===== src/rtl/sdspi_engine.sv =====
// ---------------------------------------------------------------------------
// sdspi_engine
//
// SPI mode-0 bit engine for the RK8E SD card controller. It executes one
// spiOP_t command at a time, drives the card pins (SCLK/MOSI/CS) and shifts
// in MISO. Each spiTR moves one byte, MSB first.
//
// spiOP_t encoding: 0 spiNOP, 1 spiCSL, 2 spiCSH, 3 spiFAST, 4 spiSLOW,
//                   5 spiTR. Encodings 6 and 7 behave like spiNOP.
//
// Parameters:
//   SLOW_DIV  clk cycles per SCLK half-period in slow mode (>= 1)
//   FAST_DIV  clk cycles per SCLK half-period in fast mode (>= 1)
//
// Ports:
//   clk       system clock
//   reset     synchronous, active-high reset
//   spiOP     command strobe (one cycle), spiNOP otherwise
//   spiTXD    byte to transmit, sampled together with spiTR
//   spiRXD    last received byte, valid from spiDONE onward
//   spiDONE   one-cycle pulse when an accepted op completes
//   spiBUSY   high while an accepted op is in progress
//   sdMISO    card data out
//   sdMOSI    card data in
//   sdCLK     SPI clock, idles low
//   sdCS      card chip select, active low
//   loopback  internal MOSI->MISO loop (only with SDSPI_LOOPBACK_EN)
//
// Build option:
//   SDSPI_LOOPBACK_EN  adds the loopback port; when loopback=1 the receive
//                      path samples the engine's own sdMOSI instead of sdMISO.
// ---------------------------------------------------------------------------
module sdspi_engine #(
    parameter int SLOW_DIV = 63,
    parameter int FAST_DIV = 1
) (
    input  logic       clk,
    input  logic       reset,
    input  logic [2:0] spiOP,
    input  logic [7:0] spiTXD,
    output logic [7:0] spiRXD,
    output logic       spiDONE,
    output logic       spiBUSY,
`ifdef SDSPI_LOOPBACK_EN
    input  logic       loopback,
`endif
    input  logic       sdMISO,
    output logic       sdMOSI,
    output logic       sdCLK,
    output logic       sdCS
);

    localparam logic [2:0] OP_CSL  = 3'd1;
    localparam logic [2:0] OP_CSH  = 3'd2;
    localparam logic [2:0] OP_FAST = 3'd3;
    localparam logic [2:0] OP_SLOW = 3'd4;
    localparam logic [2:0] OP_TR   = 3'd5;

    localparam logic [15:0] SLOW_HALF = 16'(SLOW_DIV);
    localparam logic [15:0] FAST_HALF = 16'(FAST_DIV);

    typedef enum logic [2:0] {
        IDLE,
        CMD,
        TR_LO,
        TR_HI,
        TR_END,
        DONE
    } state_t;

    state_t      state;
    state_t      state_next;

    logic        fast_mode;
    logic [15:0] div_len;
    logic [15:0] div_cnt;
    logic [7:0]  shift_reg;
    logic [2:0]  bit_cnt;
    logic        rx_in;
    logic [15:0] cur_div;
    logic        div_zero;
    logic        last_bit;

    // Receive source: either the card pin or, in loopback builds, our own
    // MOSI so a byte can be echoed without a card present.
`ifdef SDSPI_LOOPBACK_EN
    assign rx_in = loopback ? sdMOSI : sdMISO;
`else
    assign rx_in = sdMISO;
`endif

    assign cur_div  = fast_mode ? FAST_HALF : SLOW_HALF;
    assign div_zero = (div_cnt == 16'd0);
    assign last_bit = (bit_cnt == 3'd7);

    // State register
    always_ff @(posedge clk) begin
        if (reset) begin
            state <= IDLE;
        end else begin
            state <= state_next;
        end
    end

    // Next-state logic. Ops are only looked at in IDLE, so anything issued
    // while busy is dropped. TR_END is a one-cycle settle after the last
    // falling edge so a transfer completes 16*DIV+1 cycles after accept.
    always_comb begin
        state_next = state;
        case (state)
            IDLE: begin
                if (spiOP == OP_TR) begin
                    state_next = TR_LO;
                end else if (spiOP == OP_CSL || spiOP == OP_CSH ||
                             spiOP == OP_FAST || spiOP == OP_SLOW) begin
                    state_next = CMD;
                end
            end
            CMD:    state_next = DONE;
            TR_LO:  if (div_zero) state_next = TR_HI;
            TR_HI: begin
                if (div_zero) begin
                    state_next = last_bit ? TR_END : TR_LO;
                end
            end
            TR_END: state_next = DONE;
            DONE:   state_next = IDLE;
            default: state_next = IDLE;
        endcase
    end

    // Status outputs decoded from the state
    always_comb begin
        spiBUSY = (state != IDLE);
        spiDONE = (state == DONE);
    end

    // Pin and datapath registers. The divisor is latched at accept so a
    // speed change can never disturb a byte already in flight.
    always_ff @(posedge clk) begin
        if (reset) begin
            sdCS      <= 1'b1;
            sdCLK     <= 1'b0;
            sdMOSI    <= 1'b1;
            spiRXD    <= 8'h00;
            fast_mode <= 1'b0;
            div_len   <= SLOW_HALF;
            div_cnt   <= 16'd0;
            shift_reg <= 8'h00;
            bit_cnt   <= 3'd0;
        end else begin
            case (state)
                IDLE: begin
                    case (spiOP)
                        OP_CSL:  sdCS      <= 1'b0;
                        OP_CSH:  sdCS      <= 1'b1;
                        OP_FAST: fast_mode <= 1'b1;
                        OP_SLOW: fast_mode <= 1'b0;
                        OP_TR: begin
                            shift_reg <= spiTXD;
                            sdMOSI    <= spiTXD[7];
                            div_len   <= cur_div;
                            div_cnt   <= cur_div - 16'd1;
                            bit_cnt   <= 3'd0;
                        end
                        default: ;
                    endcase
                end
                TR_LO: begin
                    if (div_zero) begin
                        // Rising SCLK: sample into the LSB; the next bit to
                        // send moves up into the MSB at the same time.
                        sdCLK     <= 1'b1;
                        shift_reg <= {shift_reg[6:0], rx_in};
                        div_cnt   <= div_len - 16'd1;
                    end else begin
                        div_cnt <= div_cnt - 16'd1;
                    end
                end
                TR_HI: begin
                    if (div_zero) begin
                        sdCLK   <= 1'b0;
                        div_cnt <= div_len - 16'd1;
                        if (last_bit) begin
                            sdMOSI  <= 1'b1;
                            bit_cnt <= 3'd0;
                        end else begin
                            sdMOSI  <= shift_reg[7];
                            bit_cnt <= bit_cnt + 3'd1;
                        end
                    end else begin
                        div_cnt <= div_cnt - 16'd1;
                    end
                end
                TR_END: begin
                    spiRXD <= shift_reg;
                end
                default: ;
            endcase
        end
    end

endmodule


===== config.mk =====
export PLATFORM = sky130hd
export DESIGN_NAME = sdspi_engine
export DESIGN_NICKNAME = d
export VERILOG_FILES = /design/src/rtl/sdspi_engine.sv
export SDC_FILE = /design/constraint.sdc
export NUM_CORES = 1
export LEC_CHECK = 0
export ABC_AREA = 1
export CAP_MARGIN = 20
export CORE_MARGIN = 2
export CORE_UTILIZATION = 40
export DETAILED_ROUTE_END_ITERATION = 8
export PLACE_DENSITY = 0.62
export SLEW_MARGIN = 20
export SYNTH_ARGS = -nofsm -noshare
export SYNTH_HDL_FRONTEND = slang
export SYNTH_SLANG_ARGS = --single-unit
export TNS_END_PERCENT = 20

===== constraint.sdc =====
create_clock -name clk -period 2.05 [get_ports clk]
set_input_delay 0.615 -clock clk [delete_from_list [all_inputs] [get_ports clk]]
set_output_delay 0.615 -clock clk [all_outputs]
set_load 0.01 [all_outputs]

==> impl_metrics.prom <==
# TYPE chip_impl_metric gauge
chip_impl_metric{name="grt_first_pass_wirelength",unit="um"} 9450
chip_impl_metric{name="coreArea",unit="sq mm"} 0.00557
chip_impl_info{name="synth_top_cells_by_count",value="nand2_1, dfxtp_1, nor2_1, inv_1, nand3_1"} 1
chip_impl_metric{name="nFillCells",unit=""} 555
chip_impl_metric{name="largest_register_ffs",unit=""} 16
chip_impl_info{name="synth_flop_cell",value="dfxtp_1"} 1
chip_impl_metric{name="via_count",unit=""} 2251
chip_impl_info{name="r2r_start",value="div_cnt[6]"} 1
chip_impl_metric{name="finalCritPeriodShare",unit="%"} 92.4
chip_impl_metric{name="gr-total-overflow",unit=""} 0
chip_impl_metric{name="detail_route.wl_per_cell",unit="um"} 11.8
chip_impl_metric{name="setup_violations",unit=""} 0
chip_impl_metric{name="yosys.cell_types.count",unit=""} 36
chip_impl_info{name="reg_to_reg_critical_path_endpoint",value="div_cnt[1]"} 1
chip_impl_info{name="synthDominantAreaCellType",value="dfxtp_1"} 1
chip_impl_metric{name="hold-path-cell-count",unit=""} 2
chip_impl_metric{name="whs",unit="ps"} 473
chip_impl_metric{name="pwr_density_cell",unit="mW/mm^2"} 1770
chip_impl_metric{name="postSynth.asyncResetShare",unit="%"} 0
chip_impl_metric{name="power.share.sequential",unit="%"} 24.2
chip_impl_metric{name="ff2ff_path_depth",unit=""} 9
chip_impl_info{name="hold_path_startpoint",value="fast_mode"} 1
chip_impl_metric{name="die-width",unit="um"} 80.5
chip_impl_metric{name="post_route_utilization",unit="%"} 51.9
chip_impl_metric{name="synth_area",unit="sq mm"} 0.00234
chip_impl_metric{name="critPathRequiredTime",unit="ps"} 2280
chip_impl_info{name="timing.setup.critical_path_class",value="input pin to flop"} 1
chip_impl_metric{name="mappedNetlistNets",unit=""} 353
chip_impl_metric{name="routed_wl",unit="um"} 5320
chip_impl_metric{name="clock_power_share",unit="%"} 13.4
chip_impl_metric{name="drt_pre_antenna_iters",unit=""} 4
chip_impl_metric{name="post_route_cells_drive_above_1_share",unit="%"} 18.2
chip_impl_metric{name="antenna_found_initial",unit=""} 0
chip_impl_metric{name="drt.antenna.violating_nets",unit=""} 0
chip_impl_metric{name="area_growth_syn_to_layout",unit="%"} 23.5
chip_impl_info{name="cp-end-kind",value="flop"} 1
chip_impl_metric{name="diodes",unit=""} 0
chip_impl_metric{name="via_per_inst",unit=""} 4.99
chip_impl_metric{name="cts.repair_timing.setup_buffer_count",unit=""} 0
chip_impl_info{name="synth.area.top_cells",value="dfxtp_1, nand2_1, nor2_1"} 1
chip_impl_metric{name="p_int",unit="W"} 0.00261
chip_impl_metric{name="cell_count_after_synthesis",unit=""} 336
chip_impl_metric{name="io_buffer_count",unit=""} 26
chip_impl_metric{name="postSynthRegisterBits",unit=""} 43
chip_impl_metric{name="die_height",unit="um"} 80.5
chip_impl_metric{name="groute.usage.overall",unit="%"} 18.4
chip_impl_metric{name="total_leakage_power",unit="nW"} 1.25
chip_impl_metric{name="synth_enable_flop_cells",unit=""} 0
chip_impl_metric{name="max_slew_margin",unit="%"} 70.2
chip_impl_metric{name="clock_sink_count",unit=""} 43
chip_impl_metric{name="clock_latency_of_the_later_clocked_register_in_the_worst_skew_pair",unit="ps"} 300
chip_impl_metric{name="cap_viol_max_count",unit=""} 0
chip_impl_metric{name="initial_core_util",unit="%"} 42.0
chip_impl_metric{name="yosysTopAreaCellShare",unit="%"} 36.8
chip_impl_metric{name="finish.net_count",unit=""} 395
chip_impl_metric{name="synthesis.yosys.warnings",unit=""} 0
chip_impl_info{name="hold_path.class",value="flop to flop"} 1
chip_impl_info{name="worstHoldEndpoint",value="fast_mode"} 1
chip_impl_metric{name="final_cell_area",unit="sq mm"} 0.00289
chip_impl_metric{name="dieArea",unit="sq mm"} 0.00648
chip_impl_metric{name="cp_max_fo",unit=""} 4
chip_impl_info{name="clock-root-buffer",value="clkbuf_8"} 1
chip_impl_metric{name="pin_count_of_the_biggest_net_entering_global_routing",unit=""} 23
chip_impl_info{name="post-synth-top-count-cell",value="nand2_1"} 1
chip_impl_metric{name="tritoncts.num_buffers",unit=""} 5
chip_impl_metric{name="place_area",unit="sq mm"} 0.00277
chip_impl_metric{name="finClkSkew",unit="ps"} 18.8
chip_impl_metric{name="vdd.ir_drop.worst",unit="mV"} 0.848
chip_impl_metric{name="hpwl",unit="um"} 4040
chip_impl_metric{name="clock_pin_slew_worst_setup_and_hold_paths",unit="ps"} 90
chip_impl_metric{name="synth_sequential_area_ratio",unit="%"} 36.8
chip_impl_metric{name="drc",unit=""} 0
chip_impl_metric{name="highest_clock_rate",unit="GHz"} 0.528
chip_impl_metric{name="cp.arrival",unit="ps"} 2130
chip_impl_info{name="tritoncts",value="built"} 1
chip_impl_metric{name="first_global_vias",unit=""} 2087
chip_impl_info{name="critPathLaunchType",value="input pin"} 1
chip_impl_metric{name="h-tree-depth",unit=""} 2
chip_impl_metric{name="max_slew.worst_pin.slew",unit="ps"} 444
chip_impl_metric{name="first_iter_violations",unit=""} 140
chip_impl_metric{name="timing_max_transition_violations_final",unit=""} 0
chip_impl_metric{name="post_layout_min_period",unit="ps"} 1890
chip_impl_metric{name="power.switching",unit="W"} 0.00252
chip_impl_metric{name="share_comb_of_total_power",unit="%"} 62.4
chip_impl_metric{name="ctsLongestPathBuffers",unit=""} 2
chip_impl_info{name="grt_setup_unrepaired",value="no"} 1
chip_impl_metric{name="hold_viol_final",unit=""} 0
chip_impl_metric{name="sw_frac_of_total",unit="%"} 49.2
chip_impl_metric{name="i_o_pin_total",unit=""} 27
chip_impl_metric{name="gp_congestion",unit=""} 0.820
chip_impl_metric{name="worst-r2r-setup-slack",unit="ps"} 180
chip_impl_info{name="status",value="complete, no violations"} 1
chip_impl_metric{name="synth.avg_cell_area",unit="sq um"} 6.96
chip_impl_metric{name="placementRows",unit=""} 27
==> logic make-up (layout without fill, tap and decap cells) <==
group | count (synthesis) | in the layout | share of synthesized area (%)
simple gates | 175 | 175 | 36.5
buf+inv | 52 | 95 | 9.41
fa+ha+maj | 3 | 3 | 1.60
compound gates | 63 | 63 | 15.7
flops | 43 | 43 | 36.8
==> stage by stage <==
stage | std cells | setup WS (ps) | power [W] | TNS, ps
6_report | 451 | 156 | 0.00513 | 0
5_1_grt | 451 | 0.450 | 0.00563 | 0
4_1_cts | 451 | 159 | 0.00515 | 0
3_5_place_dp | 443 | -154 | 0.00446 | -1920
3_3_place_gp | 443 | -134 | 0.00444 | -1400
2_1_floorplan | 336 | 263 | 0.00368 | 0
==> power groups by stage <==
stage	combinational [W]	sequential, W	clock (W)
2_1_floorplan	0.00244	0.00124	0
3_3_place_gp	0.00318	0.00126	0
3_5_place_dp	0.00320	0.00126	0
4_1_cts	0.00321	0.00124	0.000703
5_1_grt	0.00362	0.00128	0.000737
6_report	0.00320	0.00124	0.000688
==> layout by cell type, fill, tap and decap left out, drive strengths merged <==
master | netlist | final
a31oi | 12 | 12
or2 | 2 | 2
nor3 | 4 | 4
nor2 | 51 | 51
o221a | 1 | 1
o211a | 1 | 1
ha | 3 | 3
nand3 | 31 | 31
bufinv | 0 | 1
inv | 41 | 42
o31ai | 1 | 1
clkdlybuf4s50 | 0 | 24
nor4 | 1 | 1
clkinvlp | 0 | 1
o221ai | 1 | 1
a221oi | 1 | 1
dfxtp | 43 | 43
clkinv | 1 | 1
dlygate4sd2 | 0 | 2
o21ai | 25 | 25
a21oi | 18 | 18
nand4 | 7 | 7
clkbuf | 4 | 5
o21bai | 3 | 3
nand2 | 79 | 79
buf | 6 | 19
==> worst max path at each step <==
stage / startpoint / to / slack (ps) / cells after the start
final: spiOP[0] / div_cnt[3] / 160 / 9
after CTS: spiOP[2] / div_cnt[3] / 160 / 9
after global placement: spiOP[0] / state[0] / -130 / 9
after detailed placement: spiOP[2] / div_cnt[3] / -150 / 9
after floorplan: div_cnt[6] / div_cnt[1] / 260 / 10
after global routing: div_cnt[8] / div_cnt[8] / 0.5 / 13
==> layer usage <==
metal	track usage, %	wire length, um	share of wire [%]
met1	25.6	2730	51
met2	28.2	2330	44
met3	3.26	161	3.0
met4	6.95	106	2.0
met5	0	0	0
==> critical path: stages <==
cell             delay, ps
clkdlybuf4s50_1        530
inv_2                   50
nor3_2                 150
inv_2                   70
nor2_4                 120
inv_2                   40
or2_0                  240
buf_4                  160
a31oi_1                140
==> final cells by class <==
type / count / area [sq um] / share of cell area (%)
clock buffers: 5 / 68.8 / 2.38
clock inverters: 3 / 46.3 / 1.60
inverters: 42 / 159 / 5.50
multi-input cells: 241 / 1260 / 43.5
flip-flops and latches: 43 / 867 / 30.0
well taps: 72 / 90.1 / 3.12
repair buffers: 45 / 400 / 13.9
==> what timing repair did <==
action	CTS	global route
hold buffers	0	0
pin swaps	0	0
endpoints found under the setup margin	2	3
gates resized for setup	3	5
(Power assumes the default switching activity.)
